`config.mk`:
```
export PLATFORM = sky130hd
export DESIGN_NAME = wb_timeout_guard
export DESIGN_NICKNAME = d
export VERILOG_FILES = /design/src/rtl/wb_timeout_defs_pkg.sv /design/src/rtl/wb_saturating_counter.sv /design/src/rtl/wb_timeout_guard.sv
export SDC_FILE = /design/constraint.sdc
export NUM_CORES = 1
export LEC_CHECK = 0
export ABC_AREA = 1
export CELL_PAD_IN_SITES_DETAIL_PLACEMENT = 1
export CELL_PAD_IN_SITES_GLOBAL_PLACEMENT = 1
export CORE_ASPECT_RATIO = 1.25
export CORE_MARGIN = 4
export CORE_UTILIZATION = 30
export DETAILED_ROUTE_END_ITERATION = 8
export GPL_ROUTABILITY_DRIVEN = 0
export HOLD_SLACK_MARGIN = 0.15
export PLACE_DENSITY_LB_ADDON = 0.1
export SLEW_MARGIN = 40
export SYNTH_ARGS = -nofsm -noshare
export SYNTH_HDL_FRONTEND = slang
export SYNTH_SLANG_ARGS = --single-unit
```
`constraint.sdc`:
```
create_clock -name wb_clk_i -period 2.15 [get_ports wb_clk_i]
set_input_delay 0.43 -clock wb_clk_i [delete_from_list [all_inputs] [get_ports wb_clk_i]]
set_output_delay 0.43 -clock wb_clk_i [all_outputs]
set_load 0.02 [all_outputs]
```
`src/rtl/wb_timeout_defs_pkg.sv`:
```
// Shared definitions for the wishbone timeout guard: FSM encoding and
// the constant values driven on a forced error and at count saturation.
package wb_timeout_defs;

  typedef enum logic [1:0] {
    IDLE    = 2'd0,
    REQUEST = 2'd1,
    WAIT    = 2'd2,
    RESPOND = 2'd3
  } wb_state_e;

  localparam logic [31:0] WB_TIMEOUT_ERROR_DATA = 32'hFFFF_FFFF;
  localparam logic [7:0]  TIMEOUT_COUNT_MAX     = 8'hFF;

endpackage

```
`src/rtl/wb_saturating_counter.sv`:
```
// Up-counter that sticks at MAX. An increment in the same cycle as a clear
// restarts the count at 1 so the coincident event is not lost.
module wb_saturating_counter #(
  parameter int unsigned      WIDTH = 8,
  parameter logic [WIDTH-1:0] MAX   = '1
) (
  input  logic             clk,
  input  logic             rst,
  input  logic             clr,
  input  logic             inc,
  output logic [WIDTH-1:0] count
);

  logic [WIDTH-1:0] cnt_d, cnt_q;

  // Next count: clear, then increment with saturation.
  always_comb begin
    cnt_d = cnt_q;
    if (clr) cnt_d = '0;
    if (inc) begin
      if (clr)               cnt_d = WIDTH'(1);
      else if (cnt_q != MAX) cnt_d = cnt_q + WIDTH'(1);
    end
  end

  // Count register.
  always_ff @(posedge clk) begin
    if (rst) cnt_q <= '0;
    else     cnt_q <= cnt_d;
  end

  assign count = cnt_q;

endmodule

```
`src/rtl/wb_timeout_guard.sv`:
```
// Wishbone response guard: registers one upstream request, replays it on the
// Caravel bus and forces an error response if nothing answers in time.
// Optional statistics block is built only when WB_TIMEOUT_STATS_EN is defined.
module wb_timeout_guard
  import wb_timeout_defs::*;
#(
  parameter int unsigned TIMEOUT_CYCLES = 255,
  parameter int unsigned TIMER_WIDTH    = 16
) (
  input  logic        wb_clk_i,
  input  logic        wb_rst_i,
  input  logic        upstream_wb_cyc_i,
  input  logic        upstream_wb_stb_i,
  input  logic        upstream_wb_we_i,
  input  logic [3:0]  upstream_wb_sel_i,
  input  logic [31:0] upstream_wb_data_i,
  input  logic [27:0] upstream_wb_adr_i,
  output logic        upstream_wb_ack_o,
  output logic        upstream_wb_error_o,
  output logic        upstream_wb_stall_o,
  output logic [31:0] upstream_wb_data_o,
  output logic        caravel_wb_cyc_o,
  output logic        caravel_wb_stb_o,
  output logic        caravel_wb_we_o,
  output logic [3:0]  caravel_wb_sel_o,
  output logic [31:0] caravel_wb_data_o,
  output logic [27:0] caravel_wb_adr_o,
  input  logic        caravel_wb_ack_i,
  input  logic        caravel_wb_stall_i,
  input  logic        caravel_wb_error_i,
  input  logic [31:0] caravel_wb_data_i,
  input  logic        clear_status,
  output logic        timeout_flag,
  output logic [7:0]  timeout_count,
  output logic [27:0] timeout_address
);

  // Timer value on the last cycle the bus is held before forcing an error.
  localparam logic [TIMER_WIDTH-1:0] TIMER_LAST = TIMER_WIDTH'(TIMEOUT_CYCLES - 1);

  wb_state_e              state_d, state_q;
  logic [TIMER_WIDTH-1:0] timer_d, timer_q;
  logic                   hold_we_d, hold_we_q;
  logic [3:0]             hold_sel_d, hold_sel_q;
  logic [31:0]            hold_data_d, hold_data_q;
  logic [27:0]            hold_adr_d, hold_adr_q;
  logic                   resp_err_d, resp_err_q;
  logic [31:0]            resp_data_d, resp_data_q;
  logic                   timeout_evt;
  logic                   bus_active;

  assign bus_active = (state_q == REQUEST) || (state_q == WAIT);

  // Next-state, timer and capture logic. Abort beats any response;
  // error beats ack; a response beats timer expiry.
  always_comb begin
    state_d     = state_q;
    timer_d     = timer_q;
    hold_we_d   = hold_we_q;
    hold_sel_d  = hold_sel_q;
    hold_data_d = hold_data_q;
    hold_adr_d  = hold_adr_q;
    resp_err_d  = resp_err_q;
    resp_data_d = resp_data_q;
    timeout_evt = 1'b0;
    case (state_q)
      IDLE: begin
        resp_err_d  = 1'b0;
        resp_data_d = '0;
        if (upstream_wb_cyc_i && upstream_wb_stb_i) begin
          hold_we_d   = upstream_wb_we_i;
          hold_sel_d  = upstream_wb_sel_i;
          hold_data_d = upstream_wb_data_i;
          hold_adr_d  = upstream_wb_adr_i;
          timer_d     = '0;
          state_d     = REQUEST;
        end
      end
      REQUEST, WAIT: begin
        timer_d = timer_q + TIMER_WIDTH'(1);
        if (!upstream_wb_cyc_i) begin
          state_d = IDLE;
        end else if (caravel_wb_ack_i || caravel_wb_error_i) begin
          state_d     = RESPOND;
          resp_err_d  = caravel_wb_error_i;
          resp_data_d = (!caravel_wb_error_i && !hold_we_q) ? caravel_wb_data_i : '0;
        end else if (timer_q == TIMER_LAST) begin
          state_d     = RESPOND;
          resp_err_d  = 1'b1;
          resp_data_d = WB_TIMEOUT_ERROR_DATA;
          timeout_evt = 1'b1;
        end else if (state_q == REQUEST && !caravel_wb_stall_i) begin
          state_d = WAIT;
        end
      end
      RESPOND: state_d = IDLE;
      default: state_d = IDLE;
    endcase
  end

  // FSM, timer, hold and response registers.
  always_ff @(posedge wb_clk_i) begin
    if (wb_rst_i) begin
      state_q     <= IDLE;
      timer_q     <= '0;
      hold_we_q   <= 1'b0;
      hold_sel_q  <= '0;
      hold_data_q <= '0;
      hold_adr_q  <= '0;
      resp_err_q  <= 1'b0;
      resp_data_q <= '0;
    end else begin
      state_q     <= state_d;
      timer_q     <= timer_d;
      hold_we_q   <= hold_we_d;
      hold_sel_q  <= hold_sel_d;
      hold_data_q <= hold_data_d;
      hold_adr_q  <= hold_adr_d;
      resp_err_q  <= resp_err_d;
      resp_data_q <= resp_data_d;
    end
  end

  // Downstream fields are zeroed whenever cyc is low.
  assign caravel_wb_cyc_o  = bus_active;
  assign caravel_wb_stb_o  = (state_q == REQUEST);
  assign caravel_wb_we_o   = bus_active & hold_we_q;
  assign caravel_wb_sel_o  = bus_active ? hold_sel_q  : '0;
  assign caravel_wb_data_o = bus_active ? hold_data_q : '0;
  assign caravel_wb_adr_o  = bus_active ? hold_adr_q  : '0;

  assign upstream_wb_stall_o = (state_q != IDLE);
  assign upstream_wb_ack_o   = (state_q == RESPOND) && !resp_err_q;
  assign upstream_wb_error_o = (state_q == RESPOND) &&  resp_err_q;
  assign upstream_wb_data_o  = (state_q == RESPOND) ? resp_data_q : '0;

`ifdef WB_TIMEOUT_STATS_EN
  logic        flag_d, flag_q;
  logic [27:0] addr_d, addr_q;

  // Sticky flag and last address; a timeout overrides a coincident clear.
  always_comb begin
    flag_d = flag_q;
    addr_d = addr_q;
    if (clear_status) begin
      flag_d = 1'b0;
      addr_d = '0;
    end
    if (timeout_evt) begin
      flag_d = 1'b1;
      addr_d = hold_adr_q;
    end
  end

  // Statistics registers.
  always_ff @(posedge wb_clk_i) begin
    if (wb_rst_i) begin
      flag_q <= 1'b0;
      addr_q <= '0;
    end else begin
      flag_q <= flag_d;
      addr_q <= addr_d;
    end
  end

  wb_saturating_counter #(
    .WIDTH (8),
    .MAX   (TIMEOUT_COUNT_MAX)
  ) u_timeout_cnt (
    .clk   (wb_clk_i),
    .rst   (wb_rst_i),
    .clr   (clear_status),
    .inc   (timeout_evt),
    .count (timeout_count)
  );

  assign timeout_flag    = flag_q;
  assign timeout_address = addr_q;
`else
  logic unused_stats;
  assign unused_stats    = clear_status ^ timeout_evt;
  assign timeout_flag    = 1'b0;
  assign timeout_count   = '0;
  assign timeout_address = '0;
`endif

endmodule

```
==> reports/summary.json, run 1 <==
{
  "drcViolationCount": 0,
  "timing.clock.skew_ns": 0.00860,
  "flow.area_growth_from_synthesis_pct": 44.1,
  "clock_latency_ns": 0.41,
  "yosysUniqueCellTypes": 31,
  "cts_inserted_buffers": 17,
  "globalRouteOverflowTotal": 0,
  "ctsHoldBuffers": 0,
  "postSynth.topFlopCell": "dfxtp_1",
  "dp.cells": 1496,
  "min_period_over_period_pct": 96.9,
  "cts_htree_levels": 4,
  "vias": 6699,
  "gr-usage-all-layers_pct": 17.3,
  "worst-path-buf-inv": 4,
  "syn_avg_cell_area_um2": 6.16,
  "run_status": "finished clean",
  "finalSetupTns_ns": 0,
  "number_of_synthesized_flops_with_an_enable_pin": 0,
  "std_cell_core_area_um2": 21000,
  "yosys-top-cells-area": "dfxtp_1, nand2_1, inv_1, a21oi_1, o21ai_0",
  "crit_chain": "buf_4 > ha_4 > buf_12 > nand2_1 > inv_1 > dlygate4sd2_1",
  "synth.top_cell.area_share_pct": 36.0,
  "crit_slowest_cell": "dfxtp_2",
  "stdcell_count": 1539,
  "top_cell_type_by_total_area_after_synthesis": "dfxtp_1",
  "avgViaCountPerCell": 4.35,
  "detail_route.first_pass.iterations": 4,
  "design_power_total_mw": 11.3,
  "ys_seq_elements": 116,
  "root_buffer": "clkbuf_16",
  "post_route_cells_drive_above_1_share_pct": 14.5,
  "nNetsFinal": 1363,
  "wl_per_cell_um": 14.0,
  "critical_path.endpoint_type": "output port",
  "worstPathMaxFanout": 17,
  "initialDrtViolationCount": 191,
  "category_of_the_worst_setup_path_launch_point": "flop",
  "share_of_synthesized_area_occupied_by_flip_flops_and_latches_pct": 36.0,
  "timing.final.hold_violations": 0,
  "drv_slew": 0,
  "maximum_number_of_pins_on_one_net_before_global_route_repair": 65,
  "diodes": 0,
  "synthCells": 1049,
  "cp.arrival_ns": 1.65,
  "criticalPathCategory": "flop to output port",
  "initial_utilization_pct": 30.8,
  "critical-path-top-delay-family": "buffers and inverters",
  "hp-class": "flop to flop",
  "critical_path.max_stage_delay_ns": 0.33,
  "via_count_of_the_first_global_routing_pass": 6866,
  "cts_buffer_depth": 2,
  "design.die.area_um2": 24000,
  "io_buffers": 205,
  "cts_tree": "done",
  "max_clock_freq_ghz": 0.480,
  "clkSinkCount": 116,
  "grt_antenna_before_repair": 3,
  "final.min_clock_period_ns": 2.08,
  "io_pins": 244,
  "finalCoreUtilization_pct": 44.4,
  "rows": 59,
  "die_x_um": 139,
  "power.leakage_nw": 5.16,
  "vdd_ir_drop_max_uv": 551,
  "grt_pass1_wl_mm": 34.0,
  "ys_warn_count": 0,
  "final_worst_path_setup_slack_ns": 0.0664,
  "fillCellCount": 2766,
  "netlist_area_um2": 6460,
  "max_cap_violations": 0,
  "final-setup-viol-count": 0,
  "power.density_nw_per_um2": 1220,
  "pre_cts_slack_ns": 0.00172,
  "cts.reportedPaths.clkPinSlew_ns": 0.06,
  "hpwl_mm": 14.5,
  "die-height_um": 172,
  "synth-async-reset-ratio_pct": 0,
  "drtAntennaViolNets": 0,
  "worst_ep_required_time_ns": 1.72,
  "routed_wirelength_mm": 21.5
}
[worst register-to-register path, delay by kind of cell (launching register included)]
| kind | cells | cell delay, ns |
|---|---|---|
| adder cells (fa/ha/maj) | 1 | 0.28 |
| buffers and inverters | 7 | 0.80 |
| flip-flops | 1 | 0.33 |
| AND/OR/NAND/NOR | 4 | 0.50 |
[logic make-up after synthesis]
logic type      share of synthesized area [%]
simple gates                             26.8
buf+inv                                  23.8
compound gates                           12.2
flops                                    36.0
fa+ha+maj                                1.16
other cells                            0.0581
[cells in the mapped netlist, drive strengths merged, types with 2 or more instances]
cell / count
dfxtp: 116
o21bai: 2
nor2: 63
nor3: 4
clkbuf: 31
inv: 259
nand3: 43
nand4: 34
ha: 6
clkinv: 2
a21oi: 73
o21ai: 74
buf: 68
nand2: 269
[sequential cells by signal, summed over array words and instances, names as in the netlist]
name         cells
state_q          2
hold_data_q     32
resp_data_q     32
resp_err_q       1
hold_sel_q       4
hold_adr_q      28
timer_q         16
hold_we_q        1
[area by class of cell]
type / instances / area [um2] / share of cell area [%]
clock buffer: 18 / 429 / 4.61
clock inverter: 14 / 155 / 1.67
inverter: 261 / 982 / 10.6
multi-input combinational: 609 / 2770 / 29.8
sequential: 116 / 2320 / 25.0
tap: 274 / 343 / 3.68
timing repair buffer: 247 / 2300 / 24.7
[final timing paths]
| kind | startpoint | end | slack (ns) | cells after the start |
|---|---|---|---|---|
| worst max-delay path | state_q[0]$_SDFFE_PP0P_ | upstream_wb_data_o[14] | 0.07 | 6 |
| worst min-delay path | hold_data_q[7]$_SDFFE_PP0P_ | hold_data_q[7]$_SDFFE_PP0P_ | 0.44 | 2 |
| worst max register to register | state_q[1]$_SDFFE_PP0P_ | resp_data_q[4]$_SDFFE_PP0P_ | 0.14 | 12 |
| worst min register to register | hold_data_q[7]$_SDFFE_PP0P_ | hold_data_q[7]$_SDFFE_PP0P_ | 0.44 | 2 |
[where the power goes]
| group | internal (mW) | leakage (nW) | switching (mW) |
|---|---|---|---|
| Clock | 1.72 | 0.269 | 1.10 |
| Combinational | 2.45 | 3.94 | 3.24 |
| Sequential | 2.61 | 0.952 | 0.221 |
[layout by cell type (no fill, tap or decap), types with 8 or more instances in the layout]
cell type and instances:
buf_12 12, buf_4 40, nor2_1 62, o21ai_0 72, nand3_1 40, nand4_1 34
nand2_1 267, clkdlybuf4s50_1 104, clkbuf_2 8, dfxtp_1 114, clkdlybuf4s15_1 13, inv_1 245
inv_2 13, buf_2 52, a21oi_1 72, conb_1 37, clkbuf_16 22
[metrics by stage]
step	cell area [um2]	hold WS (ns)
2_1_floorplan	6600	0.424
3_3_place_gp	8810	0.431
3_5_place_dp	8810	0.437
4_1_cts	9200	0.447
5_1_grt	9310	0.467
6_report	9310	0.443
[layer usage]
layer,GRT usage [%],part of all wire [%],vias up
met5,0,0.13,-
met4,3.66,0.81,6
li1,-,-,3458
met2,31.3,50,173
met1,18.6,40,3042
met3,7.97,9.1,20
[what timing repair did]
item,in CTS,in global routing
pin swaps,0,1
resized for setup,318,92
setup buffers,2,3
endpoints found under the setup margin,101,106
gates cloned,1,6
No activity file was read; power rests on OpenSTA's default activity.
==> run 2, diff against run 1 <==
- MAX_ROUTING_LAYER: unset -> met4
==> run 2 against run 1 <==
  * Worst hold slack about the same
  * Die area unchanged
  * Sequential share of layout area about the same
  * Largest power group unchanged
  * Highest routed layer is now met4
  * Fmax about the same
  * Clock-buffer cell count unchanged
==> reports/summary.json, run 2 (same netlist as run 1, synthesis figures left out) <==
{
  "run_status": "finished clean",
  "dp.cells": {"value": 1496, "change": "unchanged"},
  "whs": {"value": 0.443, "unit": "ns", "change": "+0.000179 ns"},
  "critical_path.endpoint_type": "output port",
  "timing.clock.skew": {"value": 0.00747, "unit": "ns", "change": "-0.00113 ns"},
  "cts_buffer_depth": {"value": 2, "change": "unchanged"},
  "final_cell_mix": "nand2_1, inv_1, dfxtp_1, clkdlybuf4s50_1",
  "detail_route.first_pass.iterations": {"value": 4, "change": "unchanged"},
  "die-height": {"value": 172, "unit": "um", "change": "unchanged"},
  "critical_path.max_stage_delay": {"value": 0.33, "unit": "ns", "change": "about the same"},
  "final.min_clock_period": {"value": 2.08, "unit": "ns", "change": "-0.000819 ns"},
  "criticalPathCategory": "flop to output port",
  "maximum_number_of_pins_on_one_net_before_global_route_repair": {"value": 65, "change": "unchanged"},
  "worst-path-buf-inv": {"value": 4, "change": "unchanged"},
  "crit_slowest_cell": "dfxtp_2",
  "stdcell_count": {"value": 1542, "change": "+0.19%"},
  "wl_per_cell": {"value": 14.0, "unit": "um", "change": "about the same"},
  "power.leakage": {"value": 5.16, "unit": "nW", "change": "about the same"},
  "rows": {"value": 59, "change": "unchanged"},
  "post_route_cells_drive_above_1_share": {"value": 14.5, "unit": "%", "change": "unchanged"},
  "flow.area_growth_from_synthesis": {"value": 44.2, "unit": "%", "change": "about the same"},
  "cp.arrival": {"value": 1.65, "unit": "ns", "change": "about the same"},
  "worstPathMaxFanout": {"value": 17, "change": "unchanged"},
  "category_of_the_worst_setup_path_launch_point": "flop",
  "io_pins": {"value": 244, "change": "unchanged"},
  "nNetsFinal": {"value": 1363, "change": "unchanged"},
  "cts_inserted_buffers": {"value": 17, "change": "unchanged"},
  "drcViolationCount": {"value": 0, "change": "unchanged"},
  "cts_tree": "done",
  "design.die.area": {"value": 24000, "unit": "um2", "change": "unchanged"},
  "cts_htree_levels": {"value": 4, "change": "unchanged"},
  "die_x": {"value": 139, "unit": "um", "change": "unchanged"},
  "drtAntennaViolNets": {"value": 0, "change": "unchanged"},
  "pre_cts_slack": {"value": 0.00172, "unit": "ns", "change": "unchanged"},
  "grt_pass1_wl": {"value": 33.9, "unit": "mm", "change": "-0.28%"},
  "io_buffers": {"value": 205, "change": "unchanged"},
  "critical-path-top-delay-family": "buffers and inverters",
  "timing.final.hold_violations": {"value": 0, "change": "unchanged"},
  "via_count_of_the_first_global_routing_pass": {"value": 6910, "change": "+0.64%"},
  "worst_ep_required_time": {"value": 1.72, "unit": "ns", "change": "about the same"},
  "root_buffer": "clkbuf_16",
  "hp-class": "flop to flop",
  "grt_antenna_before_repair": {"value": 3, "change": "unchanged"},
  "clkSinkCount": {"value": 116, "change": "unchanged"},
  "crit_chain": "buf_4 > ha_4 > buf_12 > nand2_1 > inv_1 > dlygate4sd2_1",
  "final-setup-viol-count": {"value": 0, "change": "unchanged"},
  "max_clock_freq": {"value": 0.480, "unit": "GHz", "change": "about the same"},
  "initialDrtViolationCount": {"value": 214, "change": "+12%"},
  "std_cell_core_area": {"value": 21000, "unit": "um2", "change": "unchanged"},
  "avgViaCountPerCell": {"value": 4.35, "change": "-0.15%"},
  "ctsHoldBuffers": {"value": 0, "change": "unchanged"},
  "vdd_ir_drop_max": {"value": 548, "unit": "uV", "change": "-0.54%"},
  "layout_commonest_cell": "nand2_1",
  "final_worst_path_setup_slack": {"value": 0.0672, "unit": "ns", "change": "+0.000819 ns"},
  "final_design_area_no_fill": {"value": 9310, "unit": "um2", "change": "about the same"},
  "gr-usage-all-layers": {"value": 17.8, "unit": "%", "change": "+0.52 points"},
  "min_period_over_period": {"value": 96.9, "unit": "%", "change": "about the same"},
  "power.density": {"value": 1220, "unit": "nW/um2", "change": "about the same"},
  "hpwl": {"value": 14.5, "unit": "mm", "change": "unchanged"},
  "globalRouteOverflowTotal": {"value": 0, "change": "unchanged"},
  "clock_latency": {"value": 0.41, "unit": "ns", "change": "about the same"},
  "placed_area": {"value": 8810, "unit": "um2", "change": "unchanged"},
  "max_cap_violations": {"value": 0, "change": "unchanged"},
  "routed_wirelength": {"value": 21.5, "unit": "mm", "change": "+0.18%"},
  "vias": {"value": 6702, "change": "+0.045%"},
  "cts.reportedPaths.clkPinSlew": {"value": 0.06, "unit": "ns", "change": "about the same"},
  "layout_top_registers": "hold_data_q: 32 flops, resp_data_q: 32 flops, hold_adr_q: 28 flops",
  "drv_slew": {"value": 0, "change": "unchanged"},
  "initial_utilization": {"value": 30.8, "unit": "%", "change": "unchanged"}
}
## run 2: cell count changes in the layout (fill, tap and decap cells not counted)
cell	delta
diode_2	+3
## run 2: worst reg2reg max path, delay by kind of cell (launching register included)
family	cells	cell delay (ns)
adder cells (fa/ha/maj)	1	0.29
buffers and inverters	7	0.81
AND/OR/NAND/NOR	4	0.50
flip-flops	1	0.33
## run 2: worst paths after layout
kind              slack, ns                         from                     endpoint  cells past startpoint
setup / recovery       0.07      state_q[0]$_SDFFE_PP0P_       upstream_wb_data_o[14]                      6
setup reg to reg       0.14      state_q[1]$_SDFFE_PP0P_  resp_data_q[4]$_SDFFE_PP0P_                     12
hold / removal         0.44  hold_data_q[7]$_SDFFE_PP0P_  hold_data_q[7]$_SDFFE_PP0P_                      2
hold reg to reg        0.44  hold_data_q[7]$_SDFFE_PP0P_  hold_data_q[7]$_SDFFE_PP0P_                      2
## run 2: layer usage
metal / up-vias / wire length, um / global-route usage [%]
met5: - / 0 / -
met4: 0 / 160 / 3.66
met3: 16 / 1740 / 6.97
met2: 167 / 10600 / 31.3
met1: 3056 / 8970 / 19.3
li1: 3463 / - / -
## run 2: stage by stage
| step | power (mW) | utilization (%) | TNS, ns |
|---|---|---|---|
| CTS | 10.8 | 43.9 | -0.850 |
| finish | 11.3 | 44.4 | 0 |
| detailed placement | 7.95 | 42.0 | 0 |
| global route | 12.2 | 44.4 | -0.00609 |
| global placement | 7.88 | 42.0 | 0 |
| floorplan | 6.05 | - | 0 |
## run 2: final cells by class
| class | count | area (um2) |
|---|---|---|
| Antenna cell | 3 | 7.51 |
| Clock buffer | 18 | 429 |
| Clock inverter | 14 | 155 |
| Fill cell | 2768 | 11700 |
| Inverter | 261 | 982 |
| Multi-Input combinational cell | 609 | 2770 |
| Sequential cell | 116 | 2320 |
| Tap cell | 274 | 343 |
| Timing Repair Buffer | 247 | 2300 |
## run 2: power by group
part           switching [mW]  internal, mW
registers               0.220          2.61
clock network            1.10          1.72
logic                    3.24          2.45
total                    4.56          6.77
## run 2: timing repair
| action | CTS | global route |
|---|---|---|
| gates resized for setup | 318 | 92 |
| cloned | 1 | 6 |
| pin swaps | 0 | 1 |
| buffers inserted | 2 | 3 |
| setup endpoints to repair | 101 | 106 |
